$ cat src/rtl/ysyx_24100012_inst_fetch.sv
// ----------------------------------------------------------------------------
// ysyx_24100012_inst_fetch
//
// Instruction fetch unit. Owns the program counter, issues one instruction
// memory read at a time over a valid/ready request channel, buffers the
// returned word in a one-entry output register and hands it, with its PC, to
// the decoder under a valid/ready handshake. A redirect from downstream kills
// any in-flight or buffered fetch and restarts fetching at the target.
//
// Parameters:
//   DATA_WIDTH  width of PC, addresses and instruction word
//   RESET_PC    first fetch address after reset
//
// Ports:
//   clk, rst          clock (rising edge), asynchronous active-high reset
//   imem_req_valid    out  read request valid
//   imem_req_ready    in   memory accepts the request
//   imem_req_addr     out  read address (current PC)
//   imem_rsp_valid    in   read data valid, one pulse per accepted request
//   imem_rsp_data     in   read data
//   redirect_valid    in   one-cycle redirect pulse
//   redirect_pc       in   redirect target
//   inst_valid        out  instruction/inst_pc valid to the decoder
//   inst_ready        in   decoder consumes the instruction
//   instruction       out  fetched word
//   inst_pc           out  PC of instruction
//   fetch_misalign    out  misaligned-PC flag
//
// Build option:
//   IFU_MISALIGN_TRAP_EN  when defined, a redirect to a target whose low two
//                         bits are non-zero is not fetched; a nop tagged with
//                         that PC and fetch_misalign=1 is presented instead.
//                         When undefined, fetch_misalign is tied to 0 and
//                         redirect targets are used as-is.
// ----------------------------------------------------------------------------
module ysyx_24100012_inst_fetch #(
    parameter int                    DATA_WIDTH = 32,
    parameter logic [DATA_WIDTH-1:0] RESET_PC   = 32'h8000_0000
) (
    input  logic                  clk,
    input  logic                  rst,
    output logic                  imem_req_valid,
    input  logic                  imem_req_ready,
    output logic [DATA_WIDTH-1:0] imem_req_addr,
    input  logic                  imem_rsp_valid,
    input  logic [DATA_WIDTH-1:0] imem_rsp_data,
    input  logic                  redirect_valid,
    input  logic [DATA_WIDTH-1:0] redirect_pc,
    output logic                  inst_valid,
    input  logic                  inst_ready,
    output logic [DATA_WIDTH-1:0] instruction,
    output logic [DATA_WIDTH-1:0] inst_pc,
    output logic                  fetch_misalign
);

    typedef enum logic [1:0] {
        IDLE = 2'd0,
        REQ  = 2'd1,
        WAIT = 2'd2,
        HOLD = 2'd3
    } state_t;

    state_t                r_state,       w_state_n;
    logic [DATA_WIDTH-1:0] r_pc,          w_pc_n;
    logic                  r_kill,        w_kill_n;
    logic                  r_inst_valid,  w_inst_valid_n;
    logic [DATA_WIDTH-1:0] r_instruction, w_instruction_n;
    logic [DATA_WIDTH-1:0] r_inst_pc,     w_inst_pc_n;
    logic [DATA_WIDTH-1:0] w_pc_plus4;

    // Wraps modulo 2^DATA_WIDTH by construction.
    assign w_pc_plus4 = r_pc + DATA_WIDTH'(4);

`ifdef IFU_MISALIGN_TRAP_EN
    localparam logic [DATA_WIDTH-1:0] NOP = DATA_WIDTH'(32'h0000_0013);

    logic r_misalign, w_misalign_n;
    logic w_redirect_misaligned;

    assign w_redirect_misaligned = redirect_valid && (redirect_pc[1:0] != 2'b00);
`endif

    // Next-state and datapath update. Redirect is checked first in every
    // state because it overrides every other transition.
    always_comb begin
        // NOTE: every variable gets its hold value before the case statement,
        // so no path through the block leaves one unassigned (no latch).
        w_state_n       = r_state;
        w_pc_n          = r_pc;
        w_kill_n        = r_kill;
        w_inst_valid_n  = r_inst_valid;
        w_instruction_n = r_instruction;
        w_inst_pc_n     = r_inst_pc;
`ifdef IFU_MISALIGN_TRAP_EN
        w_misalign_n    = r_misalign;
`endif

        case (r_state)
            IDLE: begin
                w_state_n = REQ;
                if (redirect_valid) begin
                    w_pc_n = redirect_pc;
                end
            end

            REQ: begin
                if (redirect_valid) begin
                    w_pc_n = redirect_pc;
                    if (imem_req_ready) begin
                        // The accepted request is for the old PC: its
                        // response must be thrown away.
                        w_state_n = WAIT;
                        w_kill_n  = 1'b1;
                    end
                end else if (imem_req_ready) begin
                    w_state_n = WAIT;
                end
            end

            WAIT: begin
                if (redirect_valid) begin
                    w_pc_n = redirect_pc;
                    if (imem_rsp_valid) begin
                        // Response for the stale PC lands with the redirect:
                        // nothing left outstanding, refetch straight away.
                        w_state_n = REQ;
                        w_kill_n  = 1'b0;
                    end else begin
                        w_kill_n  = 1'b1;
                    end
                end else if (imem_rsp_valid) begin
                    if (r_kill) begin
                        w_kill_n  = 1'b0;
                        w_state_n = REQ;
                    end else begin
                        w_instruction_n = imem_rsp_data;
                        w_inst_pc_n     = r_pc;
                        w_inst_valid_n  = 1'b1;
                        w_state_n       = HOLD;
                    end
                end
            end

            HOLD: begin
`ifdef IFU_MISALIGN_TRAP_EN
                // After a misaligned redirect out of WAIT the killed response
                // may still arrive here; retire the kill when it does.
                if (r_kill && imem_rsp_valid) begin
                    w_kill_n = 1'b0;
                end
`endif
                if (redirect_valid) begin
                    // Redirect wins even if the decoder consumes this cycle.
                    w_pc_n         = redirect_pc;
                    w_inst_valid_n = 1'b0;
                    w_state_n      = REQ;
                end else if (inst_ready) begin
                    w_pc_n         = w_pc_plus4;
                    w_inst_valid_n = 1'b0;
                    w_state_n      = REQ;
                end
`ifdef IFU_MISALIGN_TRAP_EN
                if (redirect_valid || inst_ready) begin
                    w_misalign_n = 1'b0;
                end
                // Keep one request outstanding at most: drain the killed
                // response before issuing a new one.
                if (w_state_n == REQ && w_kill_n) begin
                    w_state_n = WAIT;
                end
`endif
            end

            default: begin
                w_state_n = IDLE;
            end
        endcase

`ifdef IFU_MISALIGN_TRAP_EN
        // A misaligned target is never fetched; present a tagged nop instead.
        if (w_redirect_misaligned) begin
            w_pc_n          = redirect_pc;
            w_state_n       = HOLD;
            w_inst_valid_n  = 1'b1;
            w_instruction_n = NOP;
            w_inst_pc_n     = redirect_pc;
            w_misalign_n    = 1'b1;
            if (r_state == REQ) begin
                w_kill_n = imem_req_ready;
            end else if (r_state == WAIT) begin
                w_kill_n = !imem_rsp_valid;
            end
        end
`endif
    end

    // NOTE: sequential state uses non-blocking assignments so every register
    // samples the pre-edge values computed above, independent of statement order.
    always_ff @(posedge clk or posedge rst) begin
        if (rst) begin
            r_state       <= IDLE;
            r_pc          <= RESET_PC;
            r_kill        <= 1'b0;
            r_inst_valid  <= 1'b0;
            r_instruction <= '0;
            r_inst_pc     <= '0;
        end else begin
            r_state       <= w_state_n;
            r_pc          <= w_pc_n;
            r_kill        <= w_kill_n;
            r_inst_valid  <= w_inst_valid_n;
            r_instruction <= w_instruction_n;
            r_inst_pc     <= w_inst_pc_n;
        end
    end

`ifdef IFU_MISALIGN_TRAP_EN
    always_ff @(posedge clk or posedge rst) begin
        if (rst) begin
            r_misalign <= 1'b0;
        end else begin
            r_misalign <= w_misalign_n;
        end
    end

    assign fetch_misalign = r_misalign;
`else
    assign fetch_misalign = 1'b0;
`endif

    assign imem_req_valid = (r_state == REQ);
    assign imem_req_addr  = r_pc;
    assign inst_valid     = r_inst_valid;
    assign instruction    = r_instruction;
    assign inst_pc        = r_inst_pc;

endmodule

$ cat config.mk
export PLATFORM = sky130hd
export DESIGN_NAME = ysyx_24100012_inst_fetch
export DESIGN_NICKNAME = d
export VERILOG_FILES = /design/src/rtl/ysyx_24100012_inst_fetch.sv
export SDC_FILE = /design/constraint.sdc
export NUM_CORES = 1
export LEC_CHECK = 0
export CELL_PAD_IN_SITES_DETAIL_PLACEMENT = 0
export CELL_PAD_IN_SITES_GLOBAL_PLACEMENT = 1
export CORE_MARGIN = 8
export CORE_UTILIZATION = 30
export CTS_CLUSTER_DIAMETER = 150
export CTS_CLUSTER_SIZE = 12
export DETAILED_ROUTE_END_ITERATION = 8
export PLACE_DENSITY_LB_ADDON = 0.1
export SLEW_MARGIN = 20
export SYNTH_ARGS = -nofsm -noshare
export SYNTH_HDL_FRONTEND = slang
export SYNTH_SLANG_ARGS = --single-unit
$ cat constraint.sdc
create_clock -name clk -period 3.5 [get_ports clk]
set_input_delay 0.35 -clock clk [delete_from_list [all_inputs] [get_ports clk]]
set_output_delay 0.35 -clock clk [all_outputs]
set_load 0.01 [all_outputs]
# Word-level counts from Yosys, hierarchy flattened
# Index checks and enable logic that the tools add are counted.
# totals
out_inout_bits,99
regBits,100
inputBits,70
# classes
n_eq_ne,11
add_sub_neg,1
bitwise_logic,2
reduce_logical,9
muxes,24
# op_table
cell,n
$mux W32,3
$pmux W32 S2,1
$add A32 B3 Y32 const B,1
$mux W2,7
$mux W1,10
$pmux W2 S4,1
$reduce_and A4 Y1,2
$ne A2 B1 Y1 const B,3
$ne A2 B2 Y1 const B,3
$ne A3 B3 Y1 const B,2
$reduce_and A5 Y1,1
$eq A2 B2 Y1 const B,2
$pmux W1 S2,2
$reduce_bool A2 Y1,2
$reduce_and A3 Y1,1
$reduce_or A3 Y1,1
$eq A2 B1 Y1 const B,1
$logic_not A2 Y1,1
$not A1 Y1,2
$reduce_and A2 Y1,1

# Depth between registers and ports, before layout
# depth
depth_word,4
mapped_depth,7

# Worst setup path after synthesis
# Ideal clock, no wire load.
# synth_path
kind,flip-flop to flip-flop
start,register r_pc[2] (netlist: imem_req_addr[2])
end,register r_pc[20] (netlist: imem_req_addr[20])
path_stages_with_launch,7
t_required_ns,3.431
arrival_ns,1.773
setup_ns,0.069
period_less_slack_ns,1.842
path_buffers,0
slack_ns,1.658
path_cell_list,dfrtp_1 -> ha_1 -> nand3_2 -> nor3_4 -> nand2_2 -> or4_1 -> nand3_1
# synth_between
elab_chain_len,4
# synth_rtl
item,line_no,source
"start, declared",64,"logic [DATA_WIDTH-1:0] r_pc, w_pc_n;"
"start signal, assigned",209,r_pc <= w_pc_n;
$add A32 B3 Y32,72,assign w_pc_plus4 = r_pc + DATA_WIDTH'(4);
$mux W32,157,end else if (inst_ready) begin
$mux W32,152,if (redirect_valid) begin
$pmux W32 S2,98,case (r_state)
# Every way passes these cells. The select of a mux whose other input is x is not followed.
# A chain may end at the register's enable or synchronous reset.

# Worst setup path after layout
# layout_path
start,register r_pc[3] (netlist: imem_req_addr[3])
end,register r_pc[30] (netlist: imem_req_addr[30])
# The elaborated chain is that of the path after synthesis.

==> impl_metrics.toml <==
[setup_path]
r2r_slack_ns = 1.33
required_ns = 3.75
crit_type = "flip-flop to flip-flop"
endpoint_kind = "flip-flop"
start_kind = "flip-flop"
critPathMaxFanout = 7
cp.arrival_ns = 2.42

[timing]
fin_crit_ns = 2.17
rsz0062_at_grt = "no"
hold_ws_ns = 0.410
slew_viol_final = 0
fin_ws_ns = 1.33
fin_crit_sh_pct = 61.9
slew_headroom_pct = 55.8
tightest_slew_ns = 0.660
fmax_mhz = 462
finalSetupViolCount = 0
hold_violations = 0
fin_tns_setup_ns = 0
skew_ns = 0.00594

[global_routing]
antenna_found_initial = 0
grt_max_degree = 60
grt_pass1_vias = 3915
grt_pass1_wl_mm = 22.4
grt-ovfl-total = 0
gr-usage-all-layers_pct = 14.3

[synthesis]
synth_warnings = 0
ys_seq_area_share_pct = 53.1
synth_common_cells = "99 x dfrtp_1, 64 x mux2_2, 31 x a21oi_1, 31 x nand2_1, 26 x nor2_1"
synthArstFlopShare_pct = 100
yosysMostFrequentCell = "dfrtp_1"
ys.flop_type = "dfrtp_1"
syn_area_mm2 = 0.00471
yosys-top-cells-area = "dfrtp_1 53%, mux2_2 15%, a21oi_1 3.3%, nand2_1 2.5%, nor2_1 2.1%"
syn_avg_cell_area_um2 = 11.5
yosysUniqueCellTypes = 52
syn_inst = 409
synth_top_cell_by_area = "dfrtp_1"
syn_nets = 484
ys_seq_elements = 100
synth_top_area_share_pct = 52.6
synth_edf_count = 0

[final_layout]
stdcell_area_mm2 = 0.00694
final_cells = 792
synthToLayoutAreaGrowth_pct = 47.3
fin_nets = 646
fill_cells = 1511
final_layout_size_suffix_gt1_share_pct = 17.9
fin_util_pct = 44.5
antennaDiodeCount = 0

[placed_design]
gp_congestion = 0.748
place_inst = 776
dpl.hpwl_mm = 10.6
place_ws_ns = 1.05
place_area_mm2 = 0.00665
numPortBuffers = 167

[die]
pin_count = 169
fp.dieW_um = 141
num_rows = 46
dieArea_mm2 = 0.0200
core_mm2 = 0.0156
die_y_um = 141
initial_core_util_pct = 30.2

[power]
p_switching_mw = 1.43
seqPwrFrac_pct = 40.8
pwr-share-clk_pct = 23.5
power.density_mw_per_mm2 = 623
sw_frac_of_total_pct = 33.0
leakage_nw = 2.97
comb_power_share_pct = 35.7
ir_worst_vdd_v = 0.000215
internal-power_mw = 2.90
finalPower_mw = 4.33

[job]
maxCapViolCount = 0

[drt]
drt_pass1_iterations = 6
drc = 0
wl_per_cell_um = 18.0
wl_met3_mm = 1.04
postRouteAntennaNets = 0
viasPerCell = 4.83
drt_iter0_markers = 165
vias = 3824
route.met2.wl_mm = 6.93
wl_met1_mm = 6.10
dr.max_layer_used = "met4"
wl_mm = 14.3

[clock_tree]
path_clk_slew_ns = 0.07
cts_root_buffer = "clkbuf_16"
ctsHtreeMaxLevel = 3
insertion_delay_ns = 0.35
postCtsSetupBuffers = 0
cts_resized = 0
cts_tree = "built"
clock_sinks = 100
clockBufferDepth = 2
cts_inserted_buffers = 9
hold_buffers = 0

[min_path]
hp-class = "primary input to asynchronous set/reset pin"

[outcome]
status = "finished clean"
## worst paths after layout
check | from | to | cells past startpoint
max | imem_req_addr[3] | imem_req_addr[30] | 6
min | rst | instruction[25] | 2
max reg2reg | imem_req_addr[3] | imem_req_addr[30] | 6
min reg2reg | instruction[2] | instruction[2] | 1
max in group asynchronous | rst | imem_req_addr[31] | 3
min in group clk | instruction[2] | instruction[2] | 1
## cell type report
cell class	count	area [um^2]	area share, %
sequential	100	2500	36.1
multi-input combinational	280	2080	30.0
timing repair buffer	174	1760	25.4
tap	216	270	3.89
clock buffer	12	246	3.55
clock inverter	4	51.3	0.739
inverter	6	25.0	0.360
## logic make-up after synthesis
logic type / after synthesis / share of synthesized area [%]
AND/OR/NAND/NOR: 112 / 13.5
flip-flops: 100 / 53.1
AO/OA/AOI/OAI: 93 / 12.7
multiplexers: 69 / 16.4
buffers and inverters: 29 / 2.92
adder cells (fa/ha/maj): 5 / 1.33
other: 1 / 0.0796
## worst max-delay path, cell delays in order (launching register included)
cell	delay [ns]
dfrtp_1	0.49
ha_1	0.26
nand3_2	0.19
nor4_2	0.49
and3_1	0.30
a211oi_1	0.10
a311oi_2	0.25
## power by group through the flow
| stage | combinational, mW | clock [mW] | sequential [mW] |
|---|---|---|---|
| floorplan | 0.631 | 0 | 1.84 |
| global placement | 1.56 | 0 | 1.78 |
| detailed placement | 1.57 | 0 | 1.79 |
| CTS | 1.58 | 1.06 | 1.77 |
| global route | 1.68 | 1.10 | 1.82 |
| finish | 1.54 | 1.01 | 1.77 |
## sequential cells by signal, summed over array words and instances (netlist names)
| register | cells |
|---|---|
| imem_req_addr | 32 |
| inst_pc | 32 |
| inst_valid | 1 |
| instruction | 32 |
| r_kill | 1 |
| r_state | 2 |
## cells in the final DEF, fill, tap and decap left out, types with 2 or more instances in the layout
master / instances
nor2_1: 26
nand3_4: 2
nand3_1: 13
o22ai_1: 9
o22a_1: 5
a31oi_1: 8
dfrtp_1: 99
a32oi_1: 2
and2_1: 3
a21oi_1: 30
nand2b_1: 6
and4_1: 5
a41oi_1: 3
clkbuf_16: 9
inv_1: 5
a2bb2oi_1: 8
buf_4: 4
nand2_1: 31
buf_12: 3
o21ai_0: 16
nor3_1: 3
clkdlybuf4s50_1: 167
ha_1: 5
mux2_2: 64
and3_1: 5
mux2i_1: 5
clkbuf_1: 2
a221oi_1: 2
nand4_1: 4
## per-layer routing
metal	GRT usage (%)	vias up
met4	5.26	0
met2	23.2	104
li1	-	1830
met3	4.67	11
met5	0	-
met1	17.5	1879
No activity file was read; power rests on OpenSTA's default activity.
